$ cat config.mk
export PLATFORM = sky130hd
export DESIGN_NAME = mul_sequencer
export DESIGN_NICKNAME = d
export VERILOG_FILES = /design/src/rtl/mul_pkg.sv /design/src/rtl/mul_shift_add_step.sv /design/src/rtl/mul_sequencer.sv
export SDC_FILE = /design/constraint.sdc
export NUM_CORES = 1
export LEC_CHECK = 0
export CAP_MARGIN = 20
export CORE_MARGIN = 2
export CORE_UTILIZATION = 61
export DETAILED_ROUTE_END_ITERATION = 6
export PLACE_DENSITY = 0.9
export SLEW_MARGIN = 20
export SYNTH_ARGS = -nofsm -noshare
export SYNTH_HDL_FRONTEND = slang
export SYNTH_SLANG_ARGS = --single-unit
$ cat constraint.sdc
create_clock -name clk -period 6.1 [get_ports clk]
set_clock_uncertainty 0.2 [all_clocks]
set_input_delay 0.61 -clock clk [delete_from_list [all_inputs] [get_ports clk]]
set_output_delay 0.61 -clock clk [all_outputs]
set_load 0.1 [all_outputs]
$ cat src/rtl/mul_pkg.sv
// Shared types and constants for the multu / mfhi / mflo sequencer.
package mul_pkg;

    typedef enum logic {
        IDLE = 1'b0,
        RUN  = 1'b1
    } state_t;

    localparam logic [5:0] MULTU = 6'b011001;
    localparam logic [5:0] MFHI  = 6'b010000;
    localparam logic [5:0] MFLO  = 6'b010010;

    localparam int CNT_W = 6;

endpackage

$ cat src/rtl/mul_shift_add_step.sv
// One radix-2 shift-add iteration: conditionally add M into the upper half,
// then shift the whole product right by one, keeping the carry.
module mul_shift_add_step #(
    parameter int WIDTH = 32
) (
    input  logic [2*WIDTH-1:0] i_p,
    input  logic [WIDTH-1:0]   i_m,
    output logic [2*WIDTH-1:0] o_p_next
);

    logic [WIDTH:0] w_addend;
    logic [WIDTH:0] w_sum;

    assign w_addend = i_p[0] ? {1'b0, i_m} : '0;
    assign w_sum    = {1'b0, i_p[2*WIDTH-1:WIDTH]} + w_addend;
    assign o_p_next = {w_sum, i_p[WIDTH-1:1]};

endmodule

$ cat src/rtl/mul_sequencer.sv
// Multi-cycle unsigned multiplier owning the architectural HI/LO registers.
// A multu retires in its issue cycle; the core stalls only on a dependent read or a new multu.
module mul_sequencer
    import mul_pkg::*;
#(
    parameter int WIDTH = 32,
    parameter int CNT_W = mul_pkg::CNT_W
) (
    input  logic             clk,
    input  logic             reset,
    input  logic             domul,
    input  logic             multoreg,
    input  logic             lohi,
    input  logic [WIDTH-1:0] srca,
    input  logic [WIDTH-1:0] srcb,
    output logic             stall,
    output logic             busy,
    output logic             done,
    output logic [WIDTH-1:0] mulresult
);

    if ((2 ** CNT_W) <= WIDTH) begin : g_bad_cnt_w
        $error("CNT_W too narrow for WIDTH iterations");
    end
    if ((MULTU == MFHI) || (MULTU == MFLO) || (MFHI == MFLO)) begin : g_bad_funct
        $error("funct codes must be distinct");
    end

    state_t             r_state;
    state_t             w_state_next;
    logic               w_start;
    logic               w_last;
    logic [WIDTH-1:0]   r_m;
    logic [2*WIDTH-1:0] r_p;
    logic [2*WIDTH-1:0] w_p_next;
    logic [CNT_W-1:0]   r_cnt;
    logic [WIDTH-1:0]   r_hi;
    logic [WIDTH-1:0]   r_lo;
    logic               r_done;

    assign w_last = (r_state == RUN) && (r_cnt == CNT_W'(WIDTH - 1));

    always_comb begin
        w_state_next = r_state;
        w_start      = 1'b0;
        case (r_state)
            IDLE: begin
                // domul wins over multoreg; the read still sees the old HI/LO.
                if (domul) begin
                    w_start      = 1'b1;
                    w_state_next = RUN;
                end
            end
            RUN: begin
                if (w_last) begin
                    w_state_next = IDLE;
                end
            end
            default: w_state_next = IDLE;
        endcase
    end

    always_ff @(posedge clk or negedge reset) begin
        if (!reset) begin
            r_state <= IDLE;
        end else begin
            r_state <= w_state_next;
        end
    end

    mul_shift_add_step #(
        .WIDTH(WIDTH)
    ) u_step (
        .i_p     (r_p),
        .i_m     (r_m),
        .o_p_next(w_p_next)
    );

    always_ff @(posedge clk or negedge reset) begin
        if (!reset) begin
            r_m    <= '0;
            r_p    <= '0;
            r_cnt  <= '0;
            r_hi   <= '0;
            r_lo   <= '0;
            r_done <= 1'b0;
        end else begin
            r_done <= w_last;
            if (w_start) begin
                r_m   <= srca;
                r_p   <= {{WIDTH{1'b0}}, srcb};
                r_cnt <= '0;
            end else if (r_state == RUN) begin
                r_p   <= w_p_next;
                r_cnt <= r_cnt + CNT_W'(1);
                // HI/LO only move at completion so reads during RUN never see partials.
                if (w_last) begin
                    {r_hi, r_lo} <= w_p_next;
                end
            end
        end
    end

    assign busy      = (r_state == RUN);
    assign stall     = busy & (domul | multoreg);
    assign done      = r_done;
    assign mulresult = lohi ? r_hi : r_lo;

endmodule

* Word level (Yosys, flattened, before mapping)
Index checks and enable logic that the tools add are counted.
Storage, ports and cells: input bits 69, flip-flop bits (word level) 168, logic and storage cells 27, output and inout bits 35
Cells by class: reductions and logical operators 3, add/subtract/negate cells 2, mux-type cells 10, eq/ne operators 1, bitwise operators 4
Operator list (number):
- $mux W64 | 2
- $mux W32 | 2
- $add A32 B33 Y33 | 1
- $mux W6 | 2
- $add A6 B1 Y6 const B | 1
- $eq A6 B5 Y1 const B | 1
- $mux W1 | 3
- $reduce_and A3 Y1 | 1
- $not A1 Y1 | 2
- $pmux W1 S2 | 1
- $reduce_bool A2 Y1 | 1
- $and A1 B1 Y1 | 1
- $logic_and A1 B1 Y1 | 1
- $or A1 B1 Y1 | 1

* Logic depth before layout (Yosys ltp)
Gate-level depths: netlist of the first run.
word-level depth 4, gate-level depth with buffers 11, depth with buffers taken out 10

* Cells and area by module
From an unflattened synthesis of the first run, not the netlist that was laid out.
Second synthesis, totals: cells, all modules 871, area total of the unflattened synthesis 9105.0 sq um
Modules (own cells, without submodules):
- mul_sequencer | instances 1, cells each 550, area each 6882.9 sq um, sequential area each 4204.0 sq um
- mul_shift_add_step | instances 1, cells each 321, area each 2222.1 sq um, sequential area each 0.0 sq um

* Least setup slack after synthesis of the first run
Ideal clock, no wire load.
kind reg2out, start register r_state, in the netlist busy, end output port stall, buffers on the path 3, stages on the path, launching flop included 5, data required time 5290 ps, slack 2790 ps, arrival time 2500 ps, cell sequence dfrtp_1 -> clkbuf_1 -> clkbuf_1 -> clkbuf_1 -> o21a_1
On the way: cells in the longest elaborated chain, start to end 1
RTL lines:
- from (decl) | RTL line mul_sequencer.sv:29 | state_t r_state;
- from (signal assigned) | RTL line mul_sequencer.sv:67 | r_state <= w_state_next;
- $and A1 B1 Y1 | RTL line mul_sequencer.sv:105 | assign stall = busy & (domul | multoreg);
- to (decl) | RTL line mul_sequencer.sv:16 | output logic stall,
Every way passes these cells.

* Worst setup path after layout of the first run
start input port lohi, end output port mulresult[10]
On the way: cells in the longest elaborated chain, start to end 1
RTL lines:
- from (decl) | RTL line mul_sequencer.sv:13 | input logic lohi,
- $mux W32 | RTL line mul_sequencer.sv:107 | assign mulresult = lohi ? r_hi : r_lo;
- to (decl) | RTL line mul_sequencer.sv:19 | output logic [WIDTH-1:0] mulresult
Every way passes these cells.

==> metrics.md, run 1 <==
| Metric | Value |
|---|---|
| Post_cts resized | 0 |
| DRC viols | 0 |
| Via density per instance | 6.063 |
| # setup viols final | 0 |
| Final Cell Area | 0.01060 mm2 |
| Die Width | 124.0 um |
| Ports | 104 |
| Critical path peak fanout | 32 |
| Tmin final | 3680 ps |
| Vias | 6772 |
| Largest delay share family, worst path | buffers and inverters |
| Most used standard cell by instance count after synthesis | dfrtp_1 |
| Starting Density | 62.78% |
| Routability Congestion | 0.9609 |
| Mean Syn Cell Area | 10.47 um2 |
| Post-CTS setup repair buffer count | 0 |
| Dominant synthesized flop cell | dfrtp_1 |
| Post-DP HPWL | 14410 um |
| Core Rows | 43 |
| Root Buffer | clkbuf_16 |
| Number of antenna diodes | 0 |
| Setup crit end kind | primary output |
| Leakage | 5.032 nW |
| Die ar. | 0.01537 mm2 |
| CTS buffer count | 17 |
| Tightest Hold Check Type | input port to asynchronous set/reset pin |
| Worst-path clk slew | 60 ps |
| H-tree levels | 4 |
| Area of the core | 0.01399 mm2 |
| Pwr/cell area | 595.0 mW/mm2 |
| Initial detailed-routing violation count | 501 |
| Placed cell area | 0.009943 mm2 |
| Largest net degree at the start of global routing | 100 |
| Syn Inst Count | 839 |
| Synth Register Bits | 168 |
| Cts hold-fix bufs | 0 |
| Grt ovf | 0 |
| Synth Cell Area | 0.008782 mm2 |
| Yosys cell types | 47 |
| Worst path arrival time | 2870 ps |
| First-pass GRT wire length | 33770 um |
| CTS Sinks | 168 |
| Leading area contributor after synthesis | dfrtp_1 |
| Synth warn | 0 |
| Most Frequent Cell on Critical Path | clkdlybuf4s50_1 |
| Drt total wl | 21190 um |
| Worst setup SP type | input port |
| Final core occ | 75.77% |
| Unrepaired setup endpoints after global routing | no |
| Worst slew pin tran | 993.4 ps |
| Crit Path Category | input port to primary output |
| Share of cells above drive strength 1 | 16.12% |
| Fin. max-slew vios | 0 |
| CTS tree | yes |
| Die Height | 124.0 um |
| Longest Clk Path Bufs | 2 |
| Worst EP required | 5290 ps |
| Antenna violations before repair | 0 |
| Final-report hold violation count | 0 |
| Final std cells w/o fill | 1117 |
| Fraction of registers with async set/reset | 100.0% |
| Port bufs | 103 |
| Yosys top cell area share | 47.87% |
| EDFF count, synth | 0 |
| Clock latency on the worst-skew pair | 430 ps |
| Slew headroom | 33.56% |
| Post-synth top cells | dfrtp_1, nand2_1, mux2_2 |
| Placed Instances | 1085 |
| Initial DRT Pass Iterations | 5 |
| Sequential fraction of the synthesis area | 47.87% |
| Max Freq | 271.8 MHz |
| # nets final | 1028 |
| All-Layer GR Usage | 29.15% |
| Status | finished clean |
| CP max-delay cell | clkdlybuf4s50_1 |
| Max stage delay on crit path | 1140 ps |
| Worst vdd ir | 0.4676 mV |
| Area Growth Syn to Fin | 20.69% |
| Syn Nets | 942 |
| Worst Path Buf+Inv | 3 |
| Drt wl/cell | 18.97 um |
| Critical path, cell by cell | clkdlybuf4s50_1 > buf_4 > mux2_2 > clkdlybuf4s50_1 |
| Post-route setup TNS | 0 ps |
| Maxcap violations | 0 |
| Final period util | 60.32% |
| Routed Antenna Nets | 0 |
| Synth top area cells | dfrtp_1, mux2_2, nand2_1 |
| Vias in the first global route | 6624 |
-- path summary, 6_finish.rpt --
check / cells past startpoint / startpoint / slack [ps] / endpoint
max: 4 / lohi / 2420 / mulresult[10]
min: 1 / reset / 50 / r_hi[15]
max reg2reg: 10 / r_p[0] / 2450 / r_hi[29]
min reg2reg: 2 / r_m[22] / 270 / r_m[22]
max in group asynchronous: 2 / reset / 4240 / r_lo[11]
min in group clk: 2 / r_m[22] / 270 / r_m[22]
-- cells in the final DEF (no fill, tap or decap), drive strengths merged, types with 32 or more instances in the layout --
cell type and count:
and2 34, mux2 97, clkdlybuf4s50 101, o21ai 66, nand2 159, a21oi 37
dfrtp 168, mux2i 32, ha 33, a22o 35
-- per-stage QoR --
stage,hold slack [ps],power (W),worst slack [ps]
4_1_cts,109.8,0.006288,2443
3_3_place_gp,255.6,0.004985,2504
2_1_floorplan,114.4,0.004286,2790
3_5_place_dp,255.6,0.005088,2445
5_1_grt,141.3,0.006672,2316
6_report,52.54,0.006307,2420
-- power breakdown --
part	total, W	internal, W	switching, W
clock network	0.00116	0.000716	0.000441
logic	0.00315	0.00120	0.00196
registers	0.00200	0.00163	0.000365
-- kinds of logic after synthesis --
logic type	share of synthesized area [%]
flops	47.87
simple gates	12.04
mux	16.08
fa+ha+maj	4.930
buf+inv	2.451
compound gates	13.43
xor+xnor	3.191
-- registers in the layout (all words and copies together) (netlist names) --
register / cells
r_m: 32
done: 1
r_lo: 32
r_p: 64
r_cnt: 6
r_hi: 32
busy: 1
-- final cells by class --
type	count	area [um2]
clock buffers	20	466.7
multi-input cells	615	4380
inverters	10	37.54
well taps	180	225.2
clock inverters	11	168.9
fillers	951	3390
flip-flops and latches	168	4205
repair buffers	113	1115
-- layer usage --
layer / share of wire, % / GRT usage (%) / up-vias
met4: 2.4 / 10.96 / 0
met3: 4.9 / 5.311 / 45
li1: - / - / 3142
met1: 42 / 37.04 / 3352
met5: 0 / 0 / -
met2: 50 / 49.93 / 233
No activity file was read; power rests on OpenSTA's default activity.
==> inputs of run 2 (changes only) <==
--- a/config.mk
+++ b/config.mk
@@ -7,9 +7,9 @@
 export LEC_CHECK = 0
 export CAP_MARGIN = 20
 export CORE_MARGIN = 2
-export CORE_UTILIZATION = 61
+export CORE_UTILIZATION = 51
 export DETAILED_ROUTE_END_ITERATION = 6
-export PLACE_DENSITY = 0.9
+export PLACE_DENSITY = 0.81
 export SLEW_MARGIN = 20
 export SYNTH_ARGS = -nofsm -noshare
 export SYNTH_HDL_FRONTEND = slang
==> constraint.sdc (replaced) <==
create_clock -name clk -period 3.07 [get_ports clk]
set_clock_uncertainty 0.2 [all_clocks]
set_input_delay 0.307 -clock clk [delete_from_list [all_inputs] [get_ports clk]]
set_output_delay 0.307 -clock clk [all_outputs]
set_load 0.1 [all_outputs]
==> run 2 against run 1 <==
- sequential power is 97% higher
- first-iteration DRC count decreased by 26%
- worst setup slack got worse by 2400 ps
- total power grew 110%
- global-route usage is 3.7 points lower
- count of clock-buffer cells in the layout fell by 3
- flip-flop and latch count is the same
- clock power rose by 84%
==> metrics.md, run 2 (synthesis gave the netlist of run 1 again) <==
| Metric | Value |
|---|---|
| Initial DRT Pass Iterations | 5 (unchanged) |
| Commonest non-fill, non-tap cell in the layout | dfrtp_1 |
| Root Buffer | clkbuf_16 |
| Area Growth Syn to Fin | 29.61% |
| # nets final | 1065 (+3.6%) |
| Setup crit end kind | flop |
| Final period util | 98.82% |
| Top reg by flops | r_p |
| Routed Antenna Nets | 0 (unchanged) |
| Comb pwr share | 54.7% (+4.7 points) |
| First-pass GRT wire length | 35910 um (+6.4%) |
| Power Total | 0.01340 W (+110%) |
| Number of antenna diodes | 0 (unchanged) |
| Switching Power | 0.005869 W (+110%) |
| Max stage delay on crit path | 420 ps (-720 ps) |
| Largest net degree at the start of global routing | 68 (-32%) |
| Die Width | 135.2 um (+9.1%) |
| R2R Setup Slk | 40 ps (-2410 ps) |
| Longest Clk Path Bufs | 2 (unchanged) |
| Initial detailed-routing violation count | 371 (-26%) |
| Final Cell Area | 0.01138 mm2 (+7.4%) |
| # setup viols final | 0 (unchanged) |
| Status | finished clean |
| Worst slew pin tran | 735.2 ps (-258.3 ps) |
| Post-DP HPWL | 15700 um (+9.0%) |
| Number of fill cells | 1291 (+36%) |
| DRC viols | 0 (unchanged) |
| Grt ovf | 0 (unchanged) |
| FF/Latch Area | 0.004205 mm2 (unchanged) |
| Port bufs | 103 (unchanged) |
| Worst vdd ir | 0.8066 mV (+73%) |
| CP max-delay cell | dfrtp_1 |
| Drt wl/cell | 18.52 um (-2.4%) |
| Worst EP required | 3180 ps (-2110 ps) |
| Worst setup SP type | flop |
| Max Freq | 329.6 MHz |
| Fin. max-slew vios | 0 (unchanged) |
| Multi-input logic area | 0.004537 mm2 (+3.6%) |
| Tightest Hold Check Type | input port to flop |
| Leakage | 5.380 nW (+6.9%) |
| Worst Path Buf+Inv | 1 (-2) |
| Final core occ | 68.15% (-7.6 points) |
| Core Rows | 47 (+9.3%) |
| Final-report hold violation count | 0 (unchanged) |
| Crit Path Category | flop to flop |
| Antenna violations before repair | 0 (unchanged) |
| Drt total wl | 22130 um (+4.4%) |
| Vias in the first global route | 7041 (+6.3%) |
| Pwr/cell area | 1177 mW/mm2 (+98%) |
| Largest delay share family, worst path | compound AO/OA/AOI/OAI gates |
| Sequential share of power | 29.4% (-2.2 points) |
| Starting Density | 52.58% (-10 points) |
| Slew headroom | 50.77% (+17 points) |
| Area of the core | 0.01670 mm2 (+19%) |
| Share of cells above drive strength 1 | 25.64% (+9.5 points) |
| Die Height | 135.2 um (+9.1%) |
| P_int | 0.007529 W (+110%) |
| Ports | 104 (unchanged) |
| Worst path arrival time | 3150 ps (+280 ps) |
| Tmin final | 3034 ps |
| Max reg flops | 64 (unchanged) |
| Die ar. | 0.01829 mm2 (+19%) |
| Via density per instance | 5.705 (-5.9%) |
| CTS Sinks | 168 (unchanged) |
| Placed cell area | 0.01058 mm2 (+6.4%) |
| CTS buffer count | 17 (unchanged) |
| Clock share of power | 15.9% (-2.4 points) |
| Unrepaired setup endpoints after global routing | yes |
| H-tree levels | 4 (unchanged) |
| All-Layer GR Usage | 25.45% (-3.7 points) |
| Most Frequent Cell on Critical Path | a21o_1 |
| Clock latency on the worst-skew pair | 440 ps (about the same) |
| Fraction of power spent switching nets | 43.81% (about the same) |
| Most frequent cells in the layout | dfrtp_1, nand2_1, mux2_2 |
| Worst-path clk slew | 70 ps (about the same) |
| Critical path, cell by cell | and2_4 > ha_4 > fa_2 > a21o_1 > a221o_1 > a21o_1 > a21oi_4 > buf_12 > o21ai_2 > xor2_1 > mux2_4 |
| Maxcap violations | 0 (unchanged) |
| CTS tree | yes |
| Routability Congestion | 0.9050 (-5.8%) |
| Vias | 6818 (+0.68%) |
| Critical path peak fanout | 5 (-84%) |
| WHS | 194.1 ps (+141.6 ps) |
-- run 2: changes by cell type in the layout (fill, tap and decap cells not counted), moves of 5 or more --
cell | before | now
buf_4 | 9 | 45
clkdlybuf4s50_1 | 101 | 66
buf_12 | 1 | 35
ha_1 | 33 | 28
-- run 2: path summary, 6_finish.rpt --
kind	startpoint	endpoint	cells past startpoint
max	r_p[0]	r_hi[29]	11
min	srca[25]	r_m[25]	3
max reg2reg	r_p[0]	r_hi[29]	11
min reg2reg	r_m[13]	r_m[13]	2
max in group asynchronous	reset	r_lo[12]	3
min in group asynchronous	reset	r_m[20]	2
-- run 2: final cells by class --
class | count | share of cell area (%)
timing repair buffer | 150 | 15.29
tap | 220 | 2.418
sequential | 168 | 36.95
clock inverter | 15 | 1.418
clock buffer | 17 | 3.737
inverter | 10 | 0.3298
multi-input combinational | 615 | 39.86
-- run 2: per-stage QoR --
| stage | TNS [ps] | setup WS [ps] | instances |
|---|---|---|---|
| final | 0 | 36.11 | 1195 |
| after detailed placement | -82.35 | -36.02 | 1159 |
| after CTS | 0 | 4.115 | 1193 |
| after floorplan | 0 | 63.33 | 839 |
| after global routing | -149.2 | -48.01 | 1195 |
| after global placement | 0 | 25.61 | 1159 |
-- run 2: power by group through the flow --
stage	clock network, W	registers (W)	logic (W)
after floorplan	0	0.00368	0.00483
after global placement	0	0.00391	0.00686
after detailed placement	0	0.00395	0.00700
after CTS	0.00216	0.00393	0.00711
after global routing	0.00224	0.00405	0.00791
final	0.00213	0.00394	0.00733
-- run 2: per-layer routing --
metal | GRT usage, % | up-vias | share of wire, %
li1 | - | 3210 | -
met1 | 31.86 | 3406 | 42
met2 | 44.16 | 166 | 51
met3 | 5.238 | 36 | 4.2
met4 | 8.565 | 0 | 2.2
met5 | 0 | - | 0
-- run 2: tightest hold or removal path, delay by kind of cell --
kind,cells,cell delay [ps]
buffers and inverters,1,400
and+or+nand+nor,2,100
-- run 2: what timing repair did --
item / in CTS / in global routing
hold buffers: 1 / 0
pin swaps: 1 / 7
gates resized for setup: 4 / 33
endpoints found under the hold margin: 64 / 0
setup endpoints to repair: 7 / 27
setup buffers: 1 / 2
==> inputs of run 3 (changes only) <==
--- a/config.mk
+++ b/config.mk
@@ -8,8 +8,10 @@
 export CAP_MARGIN = 20
 export CORE_MARGIN = 2
 export CORE_UTILIZATION = 51
+export CTS_CLUSTER_SIZE = 25
 export DETAILED_ROUTE_END_ITERATION = 6
-export PLACE_DENSITY = 0.81
+export PLACE_DENSITY = 0.75
+export SKIP_CTS_REPAIR_TIMING = 1
 export SLEW_MARGIN = 20
 export SYNTH_ARGS = -nofsm -noshare
 export SYNTH_HDL_FRONTEND = slang
==> run 3 against run 2 <==
- the flow now finishes with violations (design-rule violations)
- combinational power grew 2%
- non-clock buffer count grew 2
- cell count grew 0.17%
- register-to-register slack gained 40 ps
- global-route usage shrank 0.61 points
- cell area grew 1.2%
- critical path type unchanged
- critical endpoint is now r_hi[21]
- largest power group unchanged
- highest routed layer unchanged
==> metrics.md, run 3 (synthesis gave the netlist of run 1 again) <==
| Metric | Value |
|---|---|
| Worst EP required | 3180 ps (about the same) |
| H-tree levels | 4 (unchanged) |
| Core Rows | 47 (unchanged) |
| Worst Path Buf+Inv | 0 (-1) |
| Final period util | 97.47% (-1.4 points) |
| Final-report hold violation count | 0 (unchanged) |
| # nets final | 1067 (+0.19%) |
| Drt total wl | 21910 um (-0.97%) |
| Most Frequent Cell on Critical Path | a21o_1 |
| Initial DRT Pass Iterations | 7 (+2) |
| Worst-path clk slew | 70 ps (about the same) |
| DRC viols | 2 (+2) |
| Power Total | 0.01367 W (+2.0%) |
| CP max-delay cell | dfrtp_1 |
| Final core occ | 68.99% (+0.84 points) |
| Top reg by flops | r_p |
| First-pass GRT wire length | 35530 um (-1.1%) |
| Worst path arrival time | 3100 ps (-50 ps) |
| Routed Antenna Nets | 0 (unchanged) |
| CTS buffer count | 17 (unchanged) |
| Commonest non-fill, non-tap cell in the layout | dfrtp_1 |
| Number of antenna diodes | 0 (unchanged) |
| Worst vdd ir | 0.8484 mV (+5.2%) |
| Worst Reg-to-Reg Cells | 10 (-1) |
| Worst R2R Start | r_p[0] |
| Pwr/cell area | 1186 mW/mm2 (+0.78%) |
| Slew headroom | 51.07% (+0.30 points) |
| Worst slew pin tran | 734.0 ps (-1.203 ps) |
| Grt ovf | 0 (unchanged) |
| Placed Instances | 1160 (+0.086%) |
| Crit. Startpoint | r_p[0] |
| R2R Path End | r_hi[21] |
| Final std cells w/o fill | 1197 (+0.17%) |
| Port bufs | 103 (unchanged) |
| Tmin final | 2992 ps (-41.71 ps) |
| Die Height | 135.2 um (unchanged) |
| Vias in the first global route | 6858 (-2.6%) |
| Largest delay share family, worst path | compound AO/OA/AOI/OAI gates |
| Via density per instance | 5.597 (-1.9%) |
| # setup viols final | 0 (unchanged) |
| Share of cells above drive strength 1 | 27.94% (+2.3 points) |
| Unrepaired setup endpoints after global routing | yes |
| Most frequent cells in the layout | dfrtp_1, nand2_1, mux2_2 |
| Tightest Hold Check Type | input port to flop |
| Initial detailed-routing violation count | 390 (+5.1%) |
| Critical path, cell by cell | and2_1 > ha_2 > fa_2 > a21o_1 > a221o_1 > a21o_1 > a21oi_4 > o31ai_2 > xor2_1 > mux2_2 |
| Antenna violations before repair | 0 (unchanged) |
| Maxcap violations | 0 (unchanged) |
| Area of the core | 0.01670 mm2 (unchanged) |
| Drt wl/cell | 18.31 um (-1.1%) |
| Max Freq | 334.2 MHz (+1.4%) |
| Vias | 6700 (-1.7%) |
| Post-DP HPWL | 15390 um (-1.9%) |
| Area Growth Syn to Fin | 31.20% |
| Die Width | 135.2 um (unchanged) |
| Largest net degree at the start of global routing | 76 (+12%) |
| Hold path endpoint | r_m[23] |
| R2R Setup Slk | 80 ps (+40 ps) |
| Setup crit end kind | flop |
| Root Buffer | clkbuf_16 |
| All-Layer GR Usage | 24.84% (-0.61 points) |
| Failing checks | design-rule violations |
| Placed cell area | 0.01060 mm2 (+0.19%) |
| Post-route setup TNS | 0 ps (unchanged) |
| Hold depth | 3 (unchanged) |
| Status | finished, violations left |
| Critical path peak fanout | 5 (unchanged) |
| Leakage | 5.402 nW (+0.41%) |
| Die ar. | 0.01829 mm2 (unchanged) |
| HP Start | srca[23] |
| Fin. max-slew vios | 0 (unchanged) |
| Clock latency on the worst-skew pair | 430 ps (about the same) |
| Routability Congestion | 0.9451 (+4.4%) |
| Final Cell Area | 0.01152 mm2 (+1.2%) |
| CTS tree | yes |
| Max reg flops | 64 (unchanged) |
| Crit Path Category | flop to flop |
| CTS Sinks | 168 (unchanged) |
| Max stage delay on crit path | 390 ps (-30 ps) |
| Longest Clk Path Bufs | 2 (unchanged) |
| Starting Density | 52.58% (unchanged) |
| Ports | 104 (unchanged) |
| Worst setup SP type | flop |
-- run 3: changes by cell type in the layout (fill, tap and decap cells not counted), moves of 3 or more --
| cell | previous run | this run |
|---|---|---|
| mux2_4 | 4 | 0 |
| ha_1 | 28 | 19 |
| a21oi_2 | 4 | 16 |
| mux2_2 | 93 | 97 |
| ha_2 | 4 | 8 |
| a21oi_1 | 32 | 20 |
| buf_4 | 45 | 48 |
| ha_4 | 1 | 6 |
-- run 3: through the flow --
step	setup WS [ps]	hold WS (ps)
final	77.82	193.1
after global routing	-51.27	210.5
after CTS	-38.38	-279.1
after detailed placement	-5.481	183.3
after global placement	49.33	176.3
after floorplan	63.33	-188.6
-- run 3: final cells by class --
cell class | instances | area, um2
fillers | 1283 | 5179
multi-input cells | 615 | 4646
flip-flops and latches | 168 | 4205
repair buffers | 152 | 1748
clock buffers | 20 | 446.7
well taps | 220 | 275.3
clock inverters | 12 | 163.9
inverters | 10 | 37.54
-- run 3: worst max path at each step --
stage | to | depth (start not counted) | slack (ps)
2_1_floorplan | stall | 4 | 60
3_3_place_gp | r_hi[31] | 10 | 50
3_5_place_dp | r_hi[31] | 10 | -5
4_1_cts | r_hi[18] | 10 | -40
5_1_grt | r_hi[19] | 11 | -50
6_report | r_hi[21] | 10 | 80
-- run 3: tightest hold or removal path: cells and delay by family --
family	cells	cell delay [ps]
buffers and inverters	1	390
and+or+nand+nor	2	90
-- run 3: power breakdown --
| group | internal [W] | switching (W) | leakage (nW) |
|---|---|---|---|
| Clock | 0.00132 | 0.000922 | 0.290 |
| Sequential | 0.00324 | 0.000689 | 2.12 |
| Combinational | 0.00325 | 0.00426 | 2.99 |
| Total | 0.00780 | 0.00587 | 5.40 |
-- run 3: routing by layer --
| metal | GRT usage, % | vias up | routed length (um) | part of all wire (%) |
|---|---|---|---|---|
| met2 | 41.57 | 147 | 10940 | 50 |
| met4 | 8.507 | 0 | 546 | 2.5 |
| met1 | 32.90 | 3313 | 9654 | 44 |
| met5 | 0 | - | 0 | 0 |
| li1 | - | 3202 | - | - |
| met3 | 4.265 | 38 | 766 | 3.5 |
